## src/rtl/ahb_display_regs.sv

```systemverilog
// ahb_display_regs: AHB-Lite slave exposing hex display, LEDs, switches and
// pushbuttons with press flags, with a two-cycle ERROR response on bad accesses.
module ahb_display_regs #(
  parameter int ADDRESSWIDTH = 28,
  parameter int DATAWIDTH    = 32
) (
  input  logic                    clk,
  input  logic                    reset_n,
  input  logic                    HSEL,
  input  logic [ADDRESSWIDTH-1:0] HADDR,
  input  logic [1:0]              HTRANS,
  input  logic                    HWRITE,
  input  logic [2:0]              HSIZE,
  input  logic [DATAWIDTH-1:0]    HWDATA,
  input  logic                    HREADY,
  output logic [DATAWIDTH-1:0]    HRDATA,
  output logic                    HREADYOUT,
  output logic                    HRESP,
  input  logic [17:0]             sw,
  input  logic [3:0]              key,
  output logic [31:0]             display_data,
  output logic [17:0]             ledr,
  output logic [8:0]              ledg
);
  typedef enum logic [1:0] {IDLE, ERR1, ERR2} state_t;
  state_t      state;
  logic        dp_valid, dp_write;
  logic [2:0]  dp_idx, dp_size;
  logic [1:0]  dp_lo;
  logic [31:0] scratch, rdata, wmask, wdata;
  logic [17:0] sw_a, sw_b;
  logic [3:0]  key_a, key_b, flags, lanes, clr;
  logic [2:0]  idx;
  logic        acc, err, wr, unused;
  assign unused = ^{HADDR[ADDRESSWIDTH-1:5], HTRANS[0]};
  assign idx = HADDR[4:2];
  assign acc = HSEL & HREADY & HTRANS[1];
  assign err = (idx == 3'd7) | (HWRITE & (idx == 3'd3 | idx == 3'd4)) | (HSIZE > 3'd2) |
               (HSIZE == 3'd1 & HADDR[0]) | (HSIZE == 3'd2 & HADDR[1:0] != 2'd0);
  assign lanes = dp_size == 3'd0 ? 4'b0001 << dp_lo :
                 dp_size == 3'd1 ? (dp_lo[1] ? 4'b1100 : 4'b0011) : 4'b1111;
  assign wmask = {{8{lanes[3]}}, {8{lanes[2]}}, {8{lanes[1]}}, {8{lanes[0]}}};
  assign wr = dp_valid & dp_write;
  // Merging into the current read value keeps unselected lanes intact
  assign wdata = (rdata & ~wmask) | (HWDATA & wmask);
  assign clr = (wr && dp_idx == 3'd5) ? HWDATA[3:0] & wmask[3:0] : 4'd0;
  always_comb
    case (dp_idx)
      3'd0:    rdata = display_data;
      3'd1:    rdata = {14'd0, ledr};
      3'd2:    rdata = {23'd0, ledg};
      3'd3:    rdata = {14'd0, sw_b};
      3'd4:    rdata = {24'd0, flags, key_b};
      3'd6:    rdata = scratch;
      default: rdata = '0;
    endcase
  assign HRDATA    = (dp_valid & ~dp_write) ? rdata : '0;
  assign HREADYOUT = state != ERR1;
  assign HRESP     = state != IDLE;
  always_ff @(posedge clk or negedge reset_n)
    if (!reset_n) begin
      state        <= IDLE;
      dp_valid     <= 1'b0;
      dp_write     <= 1'b0;
      dp_idx       <= '0;
      dp_size      <= '0;
      dp_lo        <= '0;
      display_data <= '0;
      ledr         <= '0;
      ledg         <= '0;
      scratch      <= '0;
      sw_a         <= '0;
      sw_b         <= '0;
      key_a        <= '0;
      key_b        <= '0;
      flags        <= '0;
    end else begin
      sw_a  <= sw;
      sw_b  <= sw_a;
      key_a <= key;
      key_b <= key_a;
      flags <= (flags & ~clr) | (key_b & ~key_a);
      if (wr && dp_idx == 3'd0) display_data <= wdata;
      if (wr && dp_idx == 3'd1) ledr <= wdata[17:0];
      if (wr && dp_idx == 3'd2) ledg <= wdata[8:0];
      if (wr && dp_idx == 3'd6) scratch <= wdata;
      if (HREADY) begin
        dp_valid <= acc & ~err;
        dp_write <= HWRITE;
        dp_idx   <= idx;
        dp_size  <= HSIZE;
        dp_lo    <= HADDR[1:0];
      end
      state <= (acc & err) ? ERR1 : (state == ERR1) ? ERR2 : IDLE;
    end
endmodule

```

## config.mk

```make
export PLATFORM = sky130hd
export DESIGN_NAME = ahb_display_regs
export DESIGN_NICKNAME = d
export VERILOG_FILES = /design/src/rtl/ahb_display_regs.sv
export SDC_FILE = /design/constraint.sdc
export NUM_CORES = 1
export LEC_CHECK = 0
export ABC_CLOCK_PERIOD_IN_PS = 2350
export CAP_MARGIN = 20
export CORE_MARGIN = 2
export CORE_UTILIZATION = 63
export DETAILED_ROUTE_END_ITERATION = 6
export DONT_BUFFER_PORTS = 1
export GPL_ROUTABILITY_DRIVEN = 0
export HOLD_SLACK_MARGIN = 0.06
export PLACE_DENSITY = 0.85
export SYNTH_ARGS = -nofsm -noshare
export SYNTH_HDL_FRONTEND = slang
export SYNTH_SLANG_ARGS = --single-unit
```

## constraint.sdc

```tcl
create_clock -name clk -period 2.35 [get_ports clk]
set_input_delay 0.235 -clock clk [delete_from_list [all_inputs] [get_ports clk]]
set_output_delay 0.235 -clock clk [all_outputs]
set_load 0.02 [all_outputs]
```

==> metrics, run 1 <==
die area=between 10,000 and 15,000 um^2; # fillers=a little under 600; slowest cell delay on critical path=a little under 0.5 ns; die height=around 110 um; worst hold slack=-0.587 ns; H-tree levels=4; RSZ-0062 raised after global routing=yes; area grow syn2layout=26.2%; row cnt=38; Crit Path Class=reg -> out; EDFF count, synth=0; Hold Path Class=in -> async; # Max-Cap Violations=0; Post-route DRC=2; vias per cell=6.74; area share of and/or/nand/nor cells after synthesis=roughly 14%; cts hold-fix bufs=between 60 and 70; CTS root buf=clkbuf_8; vias in the first global route=about 6,300; floorplan core area=about 11,000 um^2; DRT Wirelength=20.7 mm; Final Worst Setup Slack=-0.0682 ns; I/O pin count=185; Mapped Cells=around 660; Tmin final=about 2.4 ns; Least-Margin Pin Slew=around 0.88 ns; total grt overflow=0; largest family of logic cells by synthesized area=compound AO/OA/AOI/OAI gates; xor and xnor fraction of the mapped netlist area=0%; Leak=3.87 nW; Yosys reg bits=roughly 150; status=finished with violations; period utilization=103%; Synth area leaders=dfrtp_1, o31ai_1, nand2_1; fin. max-slew vios=0; clock sink total=~150; clk slew on worst S/H paths=around 0.060 ns; Yosys warning count=0; Antenna diodes=0; Final ANT Viol Nets=0; post-synthesis mux area share=a little under a tenth; 1st-iter DRT viols=a little over 700; top-count cell post-synth=dfrtp_1; max frequency=slightly above 400 MHz; Post-Synthesis Cell Area=~6900 um^2; die width=between 100 and 150 um; routed wire length per instance=22.8 um; Finished Cell Area=a little under 9000 um^2; Worst Path Required=2.12 ns; startpoint type of the worst setup path=flip-flop; Num CTS Buffers=17; Port Buf Inserts=0; layout cells sized above 1=slightly above 20%; post-synth top area share=approximately 55%; critical path arrival=between 2 and 2.5 ns; Synth Area in Compound Gates=17.8%; final hold violations=151; Clock Latency Late Sink=0.51 ns; Cell Pwr Density=861 nW/um^2; critical path cell sequence=buf_8 -> or3b_1 -> a21oi_2 -> nor2b_2 -> buf_4; DRT Pass-1 Iters=7; asr flop ratio synth=100%; Area after DPL=between 7000 and 8000 um^2; Setup-failing EPs final=3; adder-cell share of the synthesized area=0%; CTS tree=done; total chip power=~7.4 mW; vias after detailed routing=around 6,000; CTS max path bufs=2; dpl hpwl=roughly 12 mm; largest net degree at the start of global routing=around 150; Max rail drop VDD=between 0.7 and 0.8 mV; Synth top cells by count=dfrtp_1, nand2_1, o31ai_1; syn_area_per_cell=10.4 um^2; Unique masters post-synth=between 40 and 50; Top FF cell, synth=dfrtp_1; fin nets=between 800 and 900; clk_skew=between 0.006 and 0.007 ns; Critical Path End Type=output port; violations in the final reports=DRC, hold timing, setup timing; total track usage=between 30% and 40%; Seq/Total Area, Yosys=about 55%; Crit-path slowest cell=dfrtp_2; crit path max fanout=19; post-synth top area cell=dfrtp_1; Initial Util=a little under two thirds; antenna violations before repair=0; Syn Nets=749; max_slew headroom=about two fifths; first-pass GRT wire length=about 31 mm
cells by family after synthesis:
group                  count (synthesis)
AOI/OAI and AO/OA                    184
buffers and inverters                 58
DFF                                  151
and+or+nand+nor                      205
muxes                                 59
cells in the final DEF, fill, tap and decap left out, types with 4 or more instances in the layout:
| cell | synthesis | layout |
|---|---|---|
| o21ai_0 | 44 | 38 |
| buf_4 | 3 | 58 |
| or3b_1 | 6 | 6 |
| nand2_1 | 86 | 86 |
| nor3_1 | 14 | 13 |
| a32o_1 | 4 | 4 |
| a22oi_1 | 8 | 8 |
| nor2_1 | 42 | 38 |
| a21o_1 | 7 | 7 |
| mux2_2 | 28 | 27 |
| o21ai_1 | 4 | 10 |
| o31ai_1 | 49 | 49 |
| clkbuf_8 | 0 | 4 |
| o221ai_1 | 4 | 4 |
| a211oi_1 | 5 | 4 |
| o21a_1 | 4 | 4 |
| mux2i_1 | 30 | 30 |
| a31oi_1 | 8 | 8 |
| o211ai_1 | 6 | 6 |
| o22ai_1 | 6 | 4 |
| clkbuf_16 | 0 | 16 |
| clkinv_2 | 0 | 5 |
| dlygate4sd3_1 | 0 | 66 |
| nand2b_1 | 8 | 8 |
| inv_1 | 9 | 9 |
| a21oi_1 | 22 | 15 |
| a22o_1 | 6 | 6 |
| a21oi_2 | 0 | 7 |
| nand3_1 | 20 | 20 |
| nor2b_1 | 14 | 10 |
| dfrtp_1 | 151 | 148 |
metrics by stage:
step | setup WS (ns) | util [%] | setup TNS (ns) | hold slack, ns | cells
floorplan | 0.472 | - | 0 | -0.0606 | 657
detailed placement | 0.227 | 67.0 | 0 | -0.0547 | 802
CTS | -0.00930 | 79.3 | -0.0267 | -0.603 | 904
global placement | 0.291 | 67.0 | 0 | -0.0549 | 802
global route | -0.129 | 80.5 | -0.784 | -0.618 | 908
finish | -0.0682 | 80.5 | -0.130 | -0.587 | 908
power breakdown:
part | internal (mW) | switching, mW | leakage, nW
Sequential | 2.95 | 0.610 | 1.65
Clock | 1.69 | 1.00 | 0.294
Combinational | 0.524 | 0.669 | 1.93
Total | 5.16 | 2.28 | 3.87
final timing paths:
kind | slack (ns) | to | start | cells past startpoint
setup / recovery | -0.07 | HRDATA[20] | dp_idx[2]$_DFFE_PN0P_ | 5
max in group asynchronous | 2.70 | sw_b[5]$_DFF_PN0_ | reset_n | 0
hold reg to reg | 0.35 | sw_b[4]$_DFF_PN0_ | sw_a[4]$_DFF_PN0_ | 0
hold / removal | -0.59 | ledr[14]$_DFFE_PN0P_ | reset_n | 0
min in group clk | 0.09 | display_data[24]$_DFFE_PN0P_ | HWDATA[24] | 3
setup reg to reg | 0.06 | scratch[1]$_DFFE_PN0P_ | dp_size[1]$_DFFE_PN0P_ | 4
sequential cells by signal, summed over array words and instances, names as in the netlist, 3 cells and up:
signal	cells
ledr	18
key_b	4
key_a	4
flags	4
dp_size	3
display_data	32
sw_a	18
ledg	9
sw_b	18
scratch	32
dp_idx	3
timing repair:
item,4_1_cts,5_1_grt
endpoints found under the hold margin,272,151
setup buffers,5,4
gates resized for setup,13,32
pin swaps,0,2
endpoints found under the setup margin,32,32
worst max-delay path: cells and delay by family (launching register included):
kind | cells | cell delay (ns)
flip-flops | 1 | 0.49
AND/OR/NAND/NOR | 2 | 0.61
buffers and inverters | 2 | 0.34
AO/OA/AOI/OAI | 1 | 0.21
metal layers:
layer  vias up  wire length, um  GRT usage (%)
met5         -                0              0
met4         0              839           17.5
met3        97             2230           10.5
met2       477            10100           57.5
met1      2991             7470           42.6
li1       2557                -              -
layout make-up:
cell class                      instances  area [um^2]  share of cell area (%)
Clock buffer                           22          463                    5.35
Clock inverter                          9          124                    1.43
Inverter                               10         37.5                   0.434
Multi-Input combinational cell        448         2920                    33.7
Sequential cell                       151         3780                    43.7
Tap cell                              140          175                    2.02
Timing Repair Buffer                  128         1150                    13.3
Note: power is estimated with default switching activity, not from simulation.
==> run 2, diff against run 1 <==
Settings changed: ABC_AREA set to 1.
==> run 2 against run 1 <==
  * The run ends with DRC, hold timing left
  * Synthesized cell count is 36% higher
  * Die area grew 1.9%
  * First-iteration DRC count is 34% higher
  * Non-clock buffer count fell by 3
  * Synthesized area up 2.0%
  * Critical endpoint is now HRDATA[2]
  * Largest cell class unchanged
  * Largest power group unchanged
==> metrics, run 2 <==
Critical R2R Capture=ledr[9]$_DFFE_PN0P_; max frequency=431 MHz; Final ANT Viol Nets=0; Net Switching=2.28 mW; Yosys reg bits=around 150; DRT Wirelength=~22 mm; I/O pin count=185; fin. max-slew vios=0; die width=between 100 and 150 um; Post-Layout Cell Count=around 1,200; Least-Margin Pin Slew=about 0.89 ns; Num CTS Buffers=17; Sw Ratio=31.2%; r2r startpoint=dp_idx[1]$_DFFE_PN0P_; largest net degree at the start of global routing=roughly 150; EDFF count, synth=0; power share of the combinational group=14.9%; total grt overflow=0; startpoint type of the worst setup path=flip-flop; # fillers=~660; asr flop ratio synth=between 90% and 100%; Tmin final=between 2 and 2.5 ns; Seq/Total Area, Yosys=a little over half; DRT Pass-1 Iters=7; worst hold slack=-0.608 ns; # Max-Cap Violations=0; fin nets=approximately 1,100; Setup-failing EPs final=0; largest registers=display_data: 32 flops, scratch: 32 flops; die area=12,000 um^2; post-synth top area cell=dfrtp_1; total chip power=between 7 and 8 mW; crit path max fanout=14; Crit Path Class=reg -> out; vias after detailed routing=6,810; clk_skew=~0.010 ns; clock sink total=around 150; internal cell power=about 5.0 mW; CP startpoint=dp_idx[2]$_DFFE_PN0P_; critical path arrival=around 2.1 ns; row cnt=38; area grow syn2layout=25.6%; Port Buf Inserts=0; Initial Util=64.5%; Critical Path End Type=output port; status=finished with violations; Worst Path Required=between 2 and 2.5 ns; Cell Pwr Density=between 800 and 900 nW/um^2; Max rail drop VDD=~0.71 mV; number of cells after detailed placement=1,045; max_slew headroom=between 40% and 50%; CTS tree=done; first-pass GRT wire length=approximately 33 mm; H-tree levels=4; Post-Synthesis Cell Area=~7000 um^2; Syn Nets=985; Clock Latency Late Sink=approximately 0.55 ns; end point of the critical path=HRDATA[2]; final hold violations=between 150 and 200; layout cells sized above 1=roughly an eighth; clk slew on worst S/H paths=~0.07 ns; worst reg-to-reg path cell count=7; Antenna diodes=0; most frequent cells in the layout=nand2_1, dfrtp_1, nand3_1; Post-route DRC=1; syn_area_per_cell=7.83 um^2; die height=109 um; Mapped Cells=just under 900; Hold Path Class=in -> async; Leak=4.37 nW; routed wire length per instance=~19 um; CTS max path bufs=2; Yosys warning count=0; floorplan core area=around 11,000 um^2; 1st-iter DRT viols=between 900 and 1,000; period utilization=a little over nine tenths; total track usage=36.5%; top-count cell post-synth=nand2_1; antenna violations before repair=0; Unique masters post-synth=29; Sequential Power Share=~48%; Clk pwr share=a little under two fifths; Top FF cell, synth=dfrtp_1; commonest non-fill, non-tap cell in the layout=nand2_1; CTS root buf=clkbuf_8; vias per cell=5.91; Register-to-Register Setup Slack=between 0.4 and 0.5 ns; dpl hpwl=roughly 12 mm; Synth area leaders=dfrtp_1, nand2_1, nand3_1; Synth top cells by count=nand2_1, dfrtp_1, nand3_1; post-synth top area share=a little over half; cts hold-fix bufs=67; violations in the final reports=DRC, hold timing; Total Neg Setup Slack=0 ns; vias in the first global route=6,700
## run 2: per-stage QoR
step / hold WS [ns] / utilization (%) / cell area (um^2) / setup WS [ns]
2_1_floorplan: -0.0606 / - / 6990 / 0.681
3_3_place_gp: -0.0559 / 67.8 / 7350 / 0.360
3_5_place_dp: -0.0547 / 67.8 / 7350 / 0.326
4_1_cts: -0.623 / 79.6 / 8630 / -0.0580
5_1_grt: -0.627 / 81.0 / 8780 / -0.0304
6_report: -0.608 / 81.0 / 8780 / 0.0316
## run 2: timing repair
| item | in CTS | in global routing |
|---|---|---|
| resized for setup | 9 | 23 |
| setup endpoints to repair | 32 | 21 |
| gates cloned | 0 | 2 |
| endpoints found under the hold margin | 279 | 151 |
| pin swaps | 0 | 3 |
| setup buffers | 1 | 7 |
## run 2: area by class of cell
cell class                 count  area, um^2  area share [%]
tap                          140         175            1.99
clock inverter                 8         123            1.40
timing repair inverter         1        6.26          0.0712
timing repair buffer         125        1150            13.1
clock buffer                  22         463            5.27
inverter                      98         410            4.67
multi-input combinational    607        2680            30.5
sequential                   151        3780            43.1
## run 2: power groups by stage
stage / Combinational, mW / Sequential (mW) / Clock, mW
6_report: 1.09 / 3.48 / 2.74
5_1_grt: 1.21 / 3.51 / 2.86
4_1_cts: 1.01 / 3.46 / 2.73
3_5_place_dp: 0.886 / 3.51 / 0
3_3_place_gp: 0.848 / 3.49 / 0
2_1_floorplan: 0.712 / 3.40 / 0
## run 2: cells by family after synthesis
kind of cell	synth area share (%)
AOI/OAI and AO/OA	5.12
buffers and inverters	8.02
DFF	54.1
muxes	0.161
and+or+nand+nor	32.6
## run 2: how the worst min path moves through the flow
| stage | startpoint | endpoint | slack [ns] | cells after the start |
|---|---|---|---|---|
| 2_1_floorplan | reset_n | display_data[0]$_DFFE_PN0P_ | -0.06 | 0 |
| 3_3_place_gp | reset_n | display_data[19]$_DFFE_PN0P_ | -0.06 | 0 |
| 3_5_place_dp | reset_n | display_data[19]$_DFFE_PN0P_ | -0.05 | 0 |
| 4_1_cts | reset_n | scratch[21]$_DFFE_PN0P_ | -0.62 | 0 |
| 5_1_grt | reset_n | state[0]$_DFF_PN0_ | -0.63 | 0 |
| 6_report | reset_n | display_data[19]$_DFFE_PN0P_ | -0.61 | 0 |
## run 2: layer usage
layer / part of all wire [%] / track usage, % / wire, um
met3: 11 / 10.0 / 2320
met2: 49 / 59.4 / 10600
met5: 0 / 0 / 0
met1: 35 / 43.8 / 7530
met4: 5.0 / 20.5 / 1070
## run 2: critical path: stages (launching register included)
cell and delay, ns:
dfrtp_2 0.50, inv_8 0.14, nand3_1 0.16, o21ai_1 0.20, inv_1 0.08, a21oi_1 0.25, buf_4 0.20
==> run 3, diff against run 2 <==
Settings changed: CELL_PAD_IN_SITES_DETAIL_PLACEMENT set to 0, CELL_PAD_IN_SITES_GLOBAL_PLACEMENT set to 1, CORE_UTILIZATION 63 to 46, PLACE_DENSITY 0.85 to 0.86.
==> run 3 against run 2 <==
  * The flow finishes with violations (hold timing)
  * First-iteration DRC count decreased by 55%
  * Wire length decreased by 4.2%
  * Sequential power about the same
  * Clock power about the same
  * Clock skew decreased by 0.00069 ns
  * Maximum frequency increased by 2.7%
  * Sequential share of layout area increased by 0.40 points
  * Core utilization decreased by 23 points
  * Largest cell class unchanged
==> metrics, run 3 (synthesized netlist as in run 2, its figures left out) <==
vias after detailed routing=between 6,000 and 7,000; Worst Path Required=about 2.1 ns; Num CTS Buffers=17; period utilization=96.1%; Antenna diodes=0; # Max-Cap Violations=0; I/O pin count=~190; commonest non-fill, non-tap cell in the layout=nand2_1; vias in the first global route=just over 6,000; layout cells sized above 1=about an eighth; Final ANT Viol Nets=0; Setup-failing EPs final=0; CTS root buf=clkbuf_16; CTS tree=done; Max rail drop VDD=about 0.6 mV; dpl hpwl=between 10 and 15 mm; status=finished with violations; Sequential Power Share=~48%; total track usage=26.3%; DRT Pass-1 Iters=6; Least-Margin Pin Slew=approximately 0.7 ns; worst path bufs/invs=3; 1st-iter DRT viols=~440; slowest cell delay on critical path=~0.46 ns; Clock Latency Late Sink=approximately 0.43 ns; antenna violations before repair=0; largest registers=display_data: 32 flops, scratch: 32 flops; die area=approximately 16,000 um^2; Sw Ratio=30.9%; final hold violations=151; critical path cell sequence=inv_4 -> nand3_1 -> o21ai_1 -> inv_1 -> a21oi_1 -> buf_4; Critical R2R Capture=display_data[19]$_DFFE_PN0P_; # fillers=roughly 1,400; Post-route DRC=0; clk slew on worst S/H paths=about 0.060 ns; cts hold-fix bufs=between 50 and 60; CTS max path bufs=2; crit path max fanout=14; total chip power=approximately 7.2 mW; Register-to-Register Setup Slack=roughly 0.52 ns; startpoint type of the worst setup path=flip-flop; Port Buf Inserts=0; Tmin final=approximately 2.3 ns; Cell Pwr Density=approximately 830 nW/um^2; r2r startpoint=dp_idx[1]$_DFFE_PN0P_; die height=127 um; clk_skew=0.00972 ns; row cnt=45; Crit Path Class=reg -> out; worst reg-to-reg path cell count=8; floorplan core area=15,000 um^2; area grow syn2layout=24.5%; max_slew headroom=a little over half; Critical Path End Type=output port; most frequent cells in the layout=nand2_1, dfrtp_1, nand3_1; Hold Path Class=in -> async; critical path arrival=slightly above 2 ns; H-tree levels=4; Area after DPL=roughly 7500 um^2; total grt overflow=0; violations in the final reports=hold timing; power share of the combinational group=roughly 14%; internal cell power=roughly 5.0 mW; DRT Wirelength=20.6 mm; largest net degree at the start of global routing=approximately 150; vias per cell=between 5 and 6; clock sink total=between 150 and 200; RSZ-0062 raised after global routing=yes; crit-path leading delay family=flip-flops; Clk pwr share=38.1%; worst hold slack=-0.505 ns; fin. max-slew vios=0; routed wire length per instance=~17 um; Leak=4.30 nW; Initial Util=46.5%; max frequency=approximately 440 MHz; Finished Cell Area=roughly 8700 um^2; Crit-path slowest cell=dfrtp_2; fin nets=approximately 1,100; die width=about 130 um; first-pass GRT wire length=about 33 mm; Net Switching=approximately 2.2 mW; final core utilization=57.9%
run 3: worst max-delay path by stage:
| stage | start | endpoint | slack, ns | cells past startpoint |
|---|---|---|---|---|
| 6_report | dp_idx[2]$_DFFE_PN0P_ | HRDATA[0] | 0.09 | 6 |
| 2_1_floorplan | dp_idx[1]$_DFFE_PN0P_ | HRDATA[4] | 0.68 | 9 |
| 4_1_cts | dp_idx[1]$_DFFE_PN0P_ | HRDATA[5] | 0.0006 | 8 |
| 3_5_place_dp | dp_idx[0]$_DFFE_PN0P_ | HRDATA[17] | 0.31 | 9 |
| 5_1_grt | dp_idx[2]$_DFFE_PN0P_ | HRDATA[0] | -0.01 | 6 |
| 3_3_place_gp | dp_idx[2]$_DFFE_PN0P_ | HRDATA[4] | 0.32 | 8 |
run 3: through the flow:
step           setup WS, ns  TNS [ns]  std cells
4_1_cts            0.000649         0       1186
5_1_grt             -0.0109   -0.0221       1190
3_3_place_gp          0.321         0       1099
2_1_floorplan         0.681         0        893
6_report             0.0916         0       1190
3_5_place_dp          0.312         0       1099
run 3: timing repair:
action                                  CTS  global route
pin swaps                                 0             1
endpoints found under the setup margin   25            27
buffers inserted                          0             4
gates resized for setup                   9             8
hold endpoints to repair                220           151
run 3: per-layer routing:
metal	global-route usage (%)	vias to the layer above	wire length, um
li1	-	3021	-
met1	34.0	2941	8710
met2	43.5	224	10100
met3	6.37	23	1440
met4	9.50	0	309
met5	0	-	0
run 3: area by class of cell:
type | count | area, um^2 | share of cell area, %
flip-flops and latches | 151 | 3780 | 43.5
inverters | 98 | 390 | 4.49
well taps | 188 | 235 | 2.70
clock buffers | 18 | 439 | 5.05
clock inverters | 12 | 154 | 1.77
repair buffers | 116 | 1040 | 11.9
multi-input cells | 607 | 2670 | 30.6
run 3: power by group through the flow:
stage,clock [mW],sequential (mW),combinational (mW)
floorplan,0,3.40,0.712
global placement,0,3.50,0.894
detailed placement,0,3.50,0.908
CTS,2.81,3.47,0.999
global route,2.93,3.50,1.17
finish,2.76,3.46,1.02
